===== config.mk =====
export PLATFORM = sky130hd
export DESIGN_NAME = frame_stream_decoder
export DESIGN_NICKNAME = d
export VERILOG_FILES = /design/src/rtl/frame_stream_decoder.sv
export SDC_FILE = /design/constraint.sdc
export NUM_CORES = 1
export LEC_CHECK = 0
export CAP_MARGIN = 5
export CORE_ASPECT_RATIO = 1.25
export CORE_UTILIZATION = 30
export CTS_CLUSTER_SIZE = 14
export DETAILED_ROUTE_END_ITERATION = 16
export DONT_BUFFER_PORTS = 1
export HOLD_SLACK_MARGIN = 0.06
export SLEW_MARGIN = 20
export SYNTH_ARGS = -nofsm -noshare
export SYNTH_HDL_FRONTEND = slang
export SYNTH_SLANG_ARGS = --single-unit

===== constraint.sdc =====
create_clock -name clk -period 5.8 [get_ports clk]
set_input_delay 1.16 -clock clk [delete_from_list [all_inputs] [get_ports clk]]
set_output_delay 1.16 -clock clk [all_outputs]
set_load 0.05 [all_outputs]

===== src/rtl/frame_stream_decoder.sv =====
// Decodes the CPU graphics word stream (sync, width, height, pixels) into
// framebuffer writes; every output is registered one cycle after acceptance.
module frame_stream_decoder #(
  parameter logic [31:0] SYNC_WORD = 32'hF00D_F00D,
  parameter int unsigned MAX_W     = 640,
  parameter int unsigned MAX_H     = 480,
  parameter int unsigned ADDR_W    = 19,
  parameter int unsigned PIX_W     = 24
) (
  input  logic              clk,
  input  logic              rst,
  input  logic [31:0]       cpu_out,
  input  logic              out_valid,
  output logic              fb_we,
  output logic [ADDR_W-1:0] fb_addr,
  output logic [PIX_W-1:0]  fb_data,
  output logic [15:0]       frame_w,
  output logic [15:0]       frame_h,
  output logic              busy,
  output logic              frame_done,
  output logic              frame_err,
  output logic [15:0]       frame_count
);

  typedef enum logic [1:0] {IDLE, GET_W, GET_H, PIXELS} state_t;

  localparam logic [15:0]       MAX_W16 = 16'(MAX_W);
  localparam logic [15:0]       MAX_H16 = 16'(MAX_H);
  localparam logic [ADDR_W-1:0] STRIDE  = ADDR_W'(MAX_W);

  state_t            state, state_next;
  logic [15:0]       x, y;
  logic [ADDR_W-1:0] row_base;

  logic is_sync, w_bad, h_bad, last_col, last_row;

  assign is_sync  = (cpu_out == SYNC_WORD);
  assign w_bad    = (cpu_out[15:0] == 16'd0) || (cpu_out[15:0] > MAX_W16);
  assign h_bad    = (cpu_out[15:0] == 16'd0) || (cpu_out[15:0] > MAX_H16);
  assign last_col = (x == frame_w - 16'd1);
  assign last_row = (y == frame_h - 16'd1);

  always_ff @(posedge clk) begin
    if (rst) state <= IDLE;
    else     state <= state_next;
  end

  always_comb begin
    state_next = state;
    if (out_valid) begin
      unique case (state)
        IDLE:    if (is_sync) state_next = GET_W;
        GET_W:   state_next = w_bad ? IDLE : GET_H;
        GET_H:   state_next = h_bad ? IDLE : PIXELS;
        PIXELS: begin
          if (is_sync)                  state_next = GET_W;
          else if (last_col && last_row) state_next = IDLE;
        end
        default: state_next = IDLE;
      endcase
    end
  end

  // busy derives from the state register, so it falls on the same cycle
  // that the registered frame_done/frame_err pulse appears.
  always_comb begin
    busy = (state != IDLE);
  end

  always_ff @(posedge clk) begin
    if (rst) begin
      fb_we       <= 1'b0;
      fb_addr     <= '0;
      fb_data     <= '0;
      frame_w     <= '0;
      frame_h     <= '0;
      frame_done  <= 1'b0;
      frame_err   <= 1'b0;
      frame_count <= '0;
      x           <= '0;
      y           <= '0;
      row_base    <= '0;
    end else begin
      fb_we      <= 1'b0;
      frame_done <= 1'b0;
      frame_err  <= 1'b0;
      if (out_valid) begin
        unique case (state)
          GET_W: begin
            frame_w <= cpu_out[15:0];
            if (w_bad) frame_err <= 1'b1;
          end
          GET_H: begin
            frame_h  <= cpu_out[15:0];
            x        <= '0;
            y        <= '0;
            row_base <= '0;
            if (h_bad) frame_err <= 1'b1;
          end
          PIXELS: begin
            if (is_sync) begin
              frame_err <= 1'b1;
            end else begin
              fb_we   <= 1'b1;
              fb_addr <= row_base + ADDR_W'(x);
              fb_data <= cpu_out[PIX_W-1:0];
              if (last_col) begin
                x        <= '0;
                y        <= y + 16'd1;
                row_base <= row_base + STRIDE;
                if (last_row) begin
                  frame_done  <= 1'b1;
                  frame_count <= frame_count + 16'd1;
                end
              end else begin
                x <= x + 16'd1;
              end
            end
          end
          default: ;
        endcase
      end
    end
  end

endmodule


==> impl_metrics.py, run 1 <==
metrics = {
    "yosys": {
        "yosysWarnings": 0,
        "syn_avg_cell_area_um2": 7.86,
        "synth_common_cells": "nand2_1 (184), dfxtp_1 (140), a21oi_1 (112)",
        "synth_top_area_share_pct": 36.5,
        "ys_types": 65,
        "yosys.area.top_type": "dfxtp_1",
        "synthTopCellsByArea": "dfxtp_1 (36%), nand2_1 (9.0%), a21oi_1 (7.3%), xor2_1 (3.4%), xnor2_1 (3.1%)",
        "yosys_register_bits": 140,
        "async_flop_share_pct": 0,
        "netlist_instances": 977,
        "seq_area_frac_synth_pct": 36.5,
        "synth_nets": 1027,
        "synth-edff-count": 0,
        "syn_area_um2": 7680,
        "synthFlopType": "dfxtp_1",
        "synth.most_common_cell": "nand2_1",
    },
    "clock_tree": {
        "clk-insertion-delay-late_ns": 0.43,
        "cts-root-buf": "clkbuf_16",
        "cts_hold_buffers": 0,
        "cts_buffers": 17,
        "postCtsSetupBuffers": 0,
        "htree_levels": 4,
        "ctsResizeCount": 0,
        "clk_pin_slew_ns": 0.06,
        "cts_buffer_depth": 2,
        "clock_sinks": 140,
        "cts_tree": "done",
    },
    "floorplan": {
        "coreArea_um2": 25200,
        "die_x_um": 145,
        "dieArea_um2": 26300,
        "rows": 65,
        "ioPinCount": 130,
        "fp.dieH_um": 181,
        "initial_utilization_pct": 30.5,
    },
    "grt": {
        "grt_max_degree": 140,
        "grt_pass1_vias": 6569,
        "grt_first_pass_wirelength_um": 35800,
        "grt_antenna_before_repair": 0,
        "grt_use_total_pct": 17.0,
        "grt_overflow": 0,
    },
    "timing": {
        "fin_skew_ns": 0.00851,
        "hold_viol": 0,
        "rsz0062_at_grt": "no",
        "post-route-period-util_pct": 64.7,
        "slew_headroom_pct": 34.4,
        "worst_pin_slew_ns": 0.980,
        "fmax_mhz": 266,
        "period_minus_slack_ns": 3.76,
        "drv_slew": 0,
        "setup_viol": 0,
        "setup_tns_ns": 0,
    },
    "routing": {
        "detail-route-antenna-nets": 0,
        "drc_errors": 0,
        "wl_per_cell_um": 17.2,
        "drt_iter0_markers": 511,
        "via_count": 6862,
        "via_per_inst": 5.33,
        "dr.pass1.iters": 5,
        "routed_wl_um": 22200,
    },
    "placement": {
        "placed_cells": 1256,
        "portBuffers": 0,
        "gp_congestion": 0.860,
        "hpwl_um": 15800,
        "dpl_cell_area_um2": 7900,
    },
    "layout": {
        "drive_gt1_share_pct": 7.14,
        "n_fill_cell": 2685,
        "multi_input_area_um2": 4550,
        "antenna_cells": 0,
        "final_area_um2": 8490,
        "nets": 990,
        "register_area_um2": 2800,
        "syn_to_final_growth_pct": 10.6,
        "fin_cells": 1288,
        "utilization_pct": 33.7,
    },
    "power_and_ir_drop": {
        "p_int_mw": 1.66,
        "comb_power_share_pct": 0.6,
        "switching_power_mw": 0.416,
        "total_power_mw": 2.07,
        "ir_drop_mv": 0.220,
        "leakagePower_nw": 2.88,
        "clock_power_share_pct": 53.0,
        "seqPwrFrac_pct": 46.4,
        "powerDensity_nw_per_um2": 244,
        "swShare_pct": 20.1,
    },
    "hold_path": {
        "min_path_type": "flip-flop to flip-flop",
    },
    "worst_setup_path": {
        "critical_path_class": "flip-flop to flip-flop",
        "required_ns": 6.12,
        "critPathLaunchType": "flip-flop",
        "end_kind": "flip-flop",
        "crit_fanout": 18,
        "arrival_ns": 4.07,
    },
    "run_status": {
        "status": "finished, final reports clean",
    },
    "run": {
        "maxCapViolations": 0,
    },
}
[final timing paths]
| path | cells after the start | slack [ns] | end | start |
|---|---|---|---|---|
| worst max-delay path | 10 | 2.04 | frame_count[15] | frame_h[1] |
| worst min-delay path | 2 | 0.48 | row_base[18] | row_base[18] |
| worst max register to register | 10 | 2.04 | frame_count[15] | frame_h[1] |
| worst min register to register | 2 | 0.48 | row_base[18] | row_base[18] |
[cell type report]
cell class | instances | area share (%)
inverter | 21 | 0.928
sequential | 140 | 33.0
clock inverter | 6 | 0.972
multi-input combinational | 753 | 53.6
tap | 335 | 4.93
clock buffer | 26 | 5.99
timing repair buffer | 7 | 0.619
[power groups by stage]
stage          Clock (mW)  Combinational (mW)  Sequential, mW
2_1_floorplan           0              0.0223           0.983
3_3_place_gp            0              0.0119           0.983
3_5_place_dp            0              0.0121           0.983
4_1_cts              1.12              0.0122           0.962
5_1_grt              1.16              0.0136           0.961
6_report             1.10              0.0120           0.962
[layer usage]
metal  vias up  GRT usage, %  share of wire (%)  wire length [um]
li1       3408             -                  -                 -
met1      3252          19.7                 42              9410
met2       158          29.1                 49             10800
met3        44          4.62                6.1              1350
met4         0          7.87                2.7               608
met5         -             0                  0                 0
[cell families after synthesis]
| group | Yosys count | synth area share, % |
|---|---|---|
| DFF | 140 | 36.5 |
| muxes | 29 | 4.02 |
| adders and majority gates | 15 | 2.44 |
| and+or+nand+nor | 458 | 30.6 |
| xor gates and xnor gates | 57 | 6.50 |
| AOI/OAI and AO/OA | 194 | 15.5 |
| buffers and inverters | 84 | 4.45 |
[flip-flops by register name (all words and copies together), names as in the netlist]
signal / cells
fb_data: 24
frame_h: 16
frame_w: 16
frame_done: 1
y: 16
x: 16
state: 2
row_base: 12
frame_err: 1
frame_count: 16
fb_we: 1
fb_addr: 19
[critical path: stages (launching register included)]
cell and delay, ns:
dfxtp_1 0.81, inv_1 0.13, ha_1 0.33, nor2b_1 0.17, or3_1 0.37, a31oi_1 0.25, and2_1 0.16, and4_1 0.27
nand4b_4 0.34, nor4_1 0.43, mux2_2 0.37
[metrics by stage]
stage / setup slack (ns) / hold WS, ns
2_1_floorplan: 2.53 / 0.455
3_3_place_gp: 1.81 / 0.466
3_5_place_dp: 1.75 / 0.478
4_1_cts: 2.04 / 0.485
5_1_grt: 1.86 / 0.506
6_report: 2.04 / 0.483
[placed cells by master, fill, tap and decap left out, types with 4 or more instances in the layout]
cell type / synthesis / layout
a2111o_1: 5 / 5
nor4b_1: 4 / 4
xor2_1: 30 / 30
or4_1: 16 / 16
nand3_1: 27 / 27
or3_1: 14 / 14
a21o_1: 6 / 6
mux2i_1: 14 / 14
a31oi_1: 7 / 7
buf_4: 0 / 7
and2_1: 5 / 5
and3_1: 8 / 8
nor2b_1: 18 / 18
xnor2_1: 27 / 27
and4_1: 6 / 6
inv_1: 21 / 21
o31a_1: 5 / 5
nor3b_1: 4 / 4
nor4_1: 14 / 14
nand4_1: 23 / 23
o21ai_0: 14 / 14
nand2_1: 184 / 183
a211oi_1: 6 / 6
nor2_1: 58 / 57
mux2_2: 13 / 13
nor4_2: 4 / 4
clkbuf_8: 0 / 5
o31ai_1: 11 / 11
nand2b_1: 9 / 9
a21oi_1: 112 / 112
ha_1: 15 / 15
clkbuf_16: 0 / 17
nor3_1: 45 / 44
clkbuf_1: 48 / 4
dfxtp_1: 140 / 140
o41ai_1: 7 / 7
Note: power is estimated with default switching activity, not from simulation.
==> inputs of run 2 (changes only) <==
Clock period 5.8 ns to 3.2 ns, I/O delays scaled along.
==> run 2 against run 1 <==
Effect of this change:
- highest routed layer unchanged
- routed wire length increased by 6.6%
- critical path type unchanged
- largest cell class unchanged
- fmax rose by 24%
- cell count grew 4.7%
==> impl_metrics.py, run 2 (synthesized netlist as in run 1, its figures left out) <==
metrics = {
    "run_status": {
        "status": "finished, final reports clean",
    },
    "routing": {
        "detail-route-antenna-nets": 0,
        "routed_wl_um": 23700,
        "drc_errors": 0,
        "via_count": 7197,
        "dr.pass1.iters": 5,
        "wl_per_cell_um": 17.6,
        "drt_iter0_markers": 525,
        "via_per_inst": 5.34,
    },
    "floorplan": {
        "die_x_um": 145,
        "ioPinCount": 130,
        "dieArea_um2": 26300,
        "coreArea_um2": 25200,
        "initial_utilization_pct": 30.5,
        "rows": 65,
        "fp.dieH_um": 181,
    },
    "clock_tree": {
        "cts_buffers": 17,
        "clk-insertion-delay-late_ns": 0.43,
        "cts_tree": "done",
        "htree_levels": 4,
        "cts_buffer_depth": 2,
        "cts-root-buf": "clkbuf_16",
        "clock_sinks": 140,
        "cts_hold_buffers": 0,
        "clk_pin_slew_ns": 0.06,
    },
    "grt": {
        "grt_first_pass_wirelength_um": 36800,
        "grt_pass1_vias": 6754,
        "grt_use_total_pct": 17.7,
        "grt_overflow": 0,
        "grt_antenna_before_repair": 0,
        "grt_max_degree": 140,
    },
    "worst_setup_path": {
        "worstPathCellList": "buf_4, nor4_4, and4_1, nor4b_2, a31oi_1, or2_4, nand4b_4, buf_12, buf_4, nor3_1, mux2_2",
        "timing.rr.start": "frame_w[1]",
        "required_ns": 3.51,
        "critical_path_class": "flip-flop to flip-flop",
        "arrival_ns": 3.35,
        "crit_buf_inv": 3,
        "cpMaxStageDelayCell": "nor4_4",
        "r2r_setup_slack_ns": 0.17,
        "crit_fanout": 8,
        "crit_top_cell": "buf_4",
        "critical-path-top-delay-family": "simple AND/OR/NAND/NOR gates",
        "critPathLaunchType": "flip-flop",
        "end_kind": "flip-flop",
        "cp-startpoint": "frame_w[1]",
        "max_stage_delay_ns": 0.47,
    },
    "run": {
        "maxCapViolations": 0,
    },
    "layout": {
        "largest_register_ffs": 24,
        "final_area_um2": 9080,
        "syn_to_final_growth_pct": 18.1,
        "n_fill_cell": 2693,
        "utilization_pct": 36.0,
        "drive_gt1_share_pct": 14.1,
        "nets": 1050,
        "final_common_cell": "nand2_1",
        "reg_top3": "fb_data x24, fb_addr x19",
        "antenna_cells": 0,
        "largest_register": "fb_data",
        "final_cell_mix": "nand2_1 (183), dfxtp_1 (140), a21oi_1 (112)",
    },
    "placement": {
        "gp_congestion": 0.850,
        "portBuffers": 0,
        "dpl_cell_area_um2": 8330,
        "hpwl_um": 16600,
    },
    "hold_path": {
        "min-delay-start": "rst",
        "min_path_type": "input pin to flip-flop",
    },
    "timing": {
        "post-route-period-util_pct": 94.8,
        "drv_slew": 0,
        "hold_viol": 0,
        "worst_pin_slew_ns": 0.951,
        "slew_headroom_pct": 36.3,
        "fin_hold_ws_ns": 0.282,
        "period_minus_slack_ns": 3.03,
        "fin_skew_ns": 0.0114,
        "fmax_mhz": 330,
        "setup_viol": 0,
        "setup_tns_ns": 0,
        "rsz0062_at_grt": "no",
    },
    "power_and_ir_drop": {
        "powerDensity_nw_per_um2": 408,
        "ir_drop_mv": 0.376,
        "leakagePower_nw": 3.27,
    },
}
run 2: worst paths after layout:
kind                            cells past startpoint              end
worst max-delay path                               11  frame_count[13]
worst min-delay path                                1      fb_addr[16]
worst max register to register                     11  frame_count[13]
worst min register to register                      2            y[15]
run 2: final cells by class:
class	instances	area, um^2	share of cell area [%]
clock buffers	21	460	5.07
clock inverters	11	110	1.21
inverters	21	78.8	0.868
multi-input cells	754	4670	51.4
flip-flops and latches	140	2800	30.9
well taps	335	419	4.62
repair buffers	66	537	5.91
run 2: per-layer routing:
metal | global-route usage (%) | up-vias | wire length [um]
li1 | - | 3525 | -
met3 | 4.49 | 52 | 1220
met5 | 0 | - | 0
met2 | 30.9 | 177 | 11900
met1 | 20.4 | 3443 | 9770
met4 | 7.96 | 0 | 797
run 2: worst register-to-register path, stage by stage, from the launching register on:
cell and delay (ns):
dfxtp_1 0.32, buf_4 0.16, nor4_4 0.47, and4_1 0.31
nor4b_2 0.20, a31oi_1 0.10, or2_4 0.31, nand4b_4 0.18
buf_12 0.17, buf_4 0.13, nor3_1 0.20, mux2_2 0.37
run 2: power by group:
group	leakage, nW	switching [mW]	internal (mW)	total [mW]
combinational	1.88	0.0124	0.0102	0.0226
clock	0.264	0.821	1.12	1.94
sequential	1.13	0.0000000000227	1.74	1.74
run 2: what timing repair did:
item | in CTS | in global routing
endpoints found under the hold margin | 0 | 0
endpoints found under the setup margin | 0 | 45
gates resized for setup | 0 | 22
buffers inserted | 0 | 6
run 2: per-stage QoR:
step / total power, mW / setup slack [ns] / std cells
final: 3.70 / 0.165 / 1348
after global routing: 3.83 / 0.0136 / 1348
after detailed placement: 1.80 / 0.0910 / 1309
after CTS: 3.75 / 0.0207 / 1341
after global placement: 1.80 / 0.165 / 1309
after floorplan: 1.82 / 0.0526 / 977
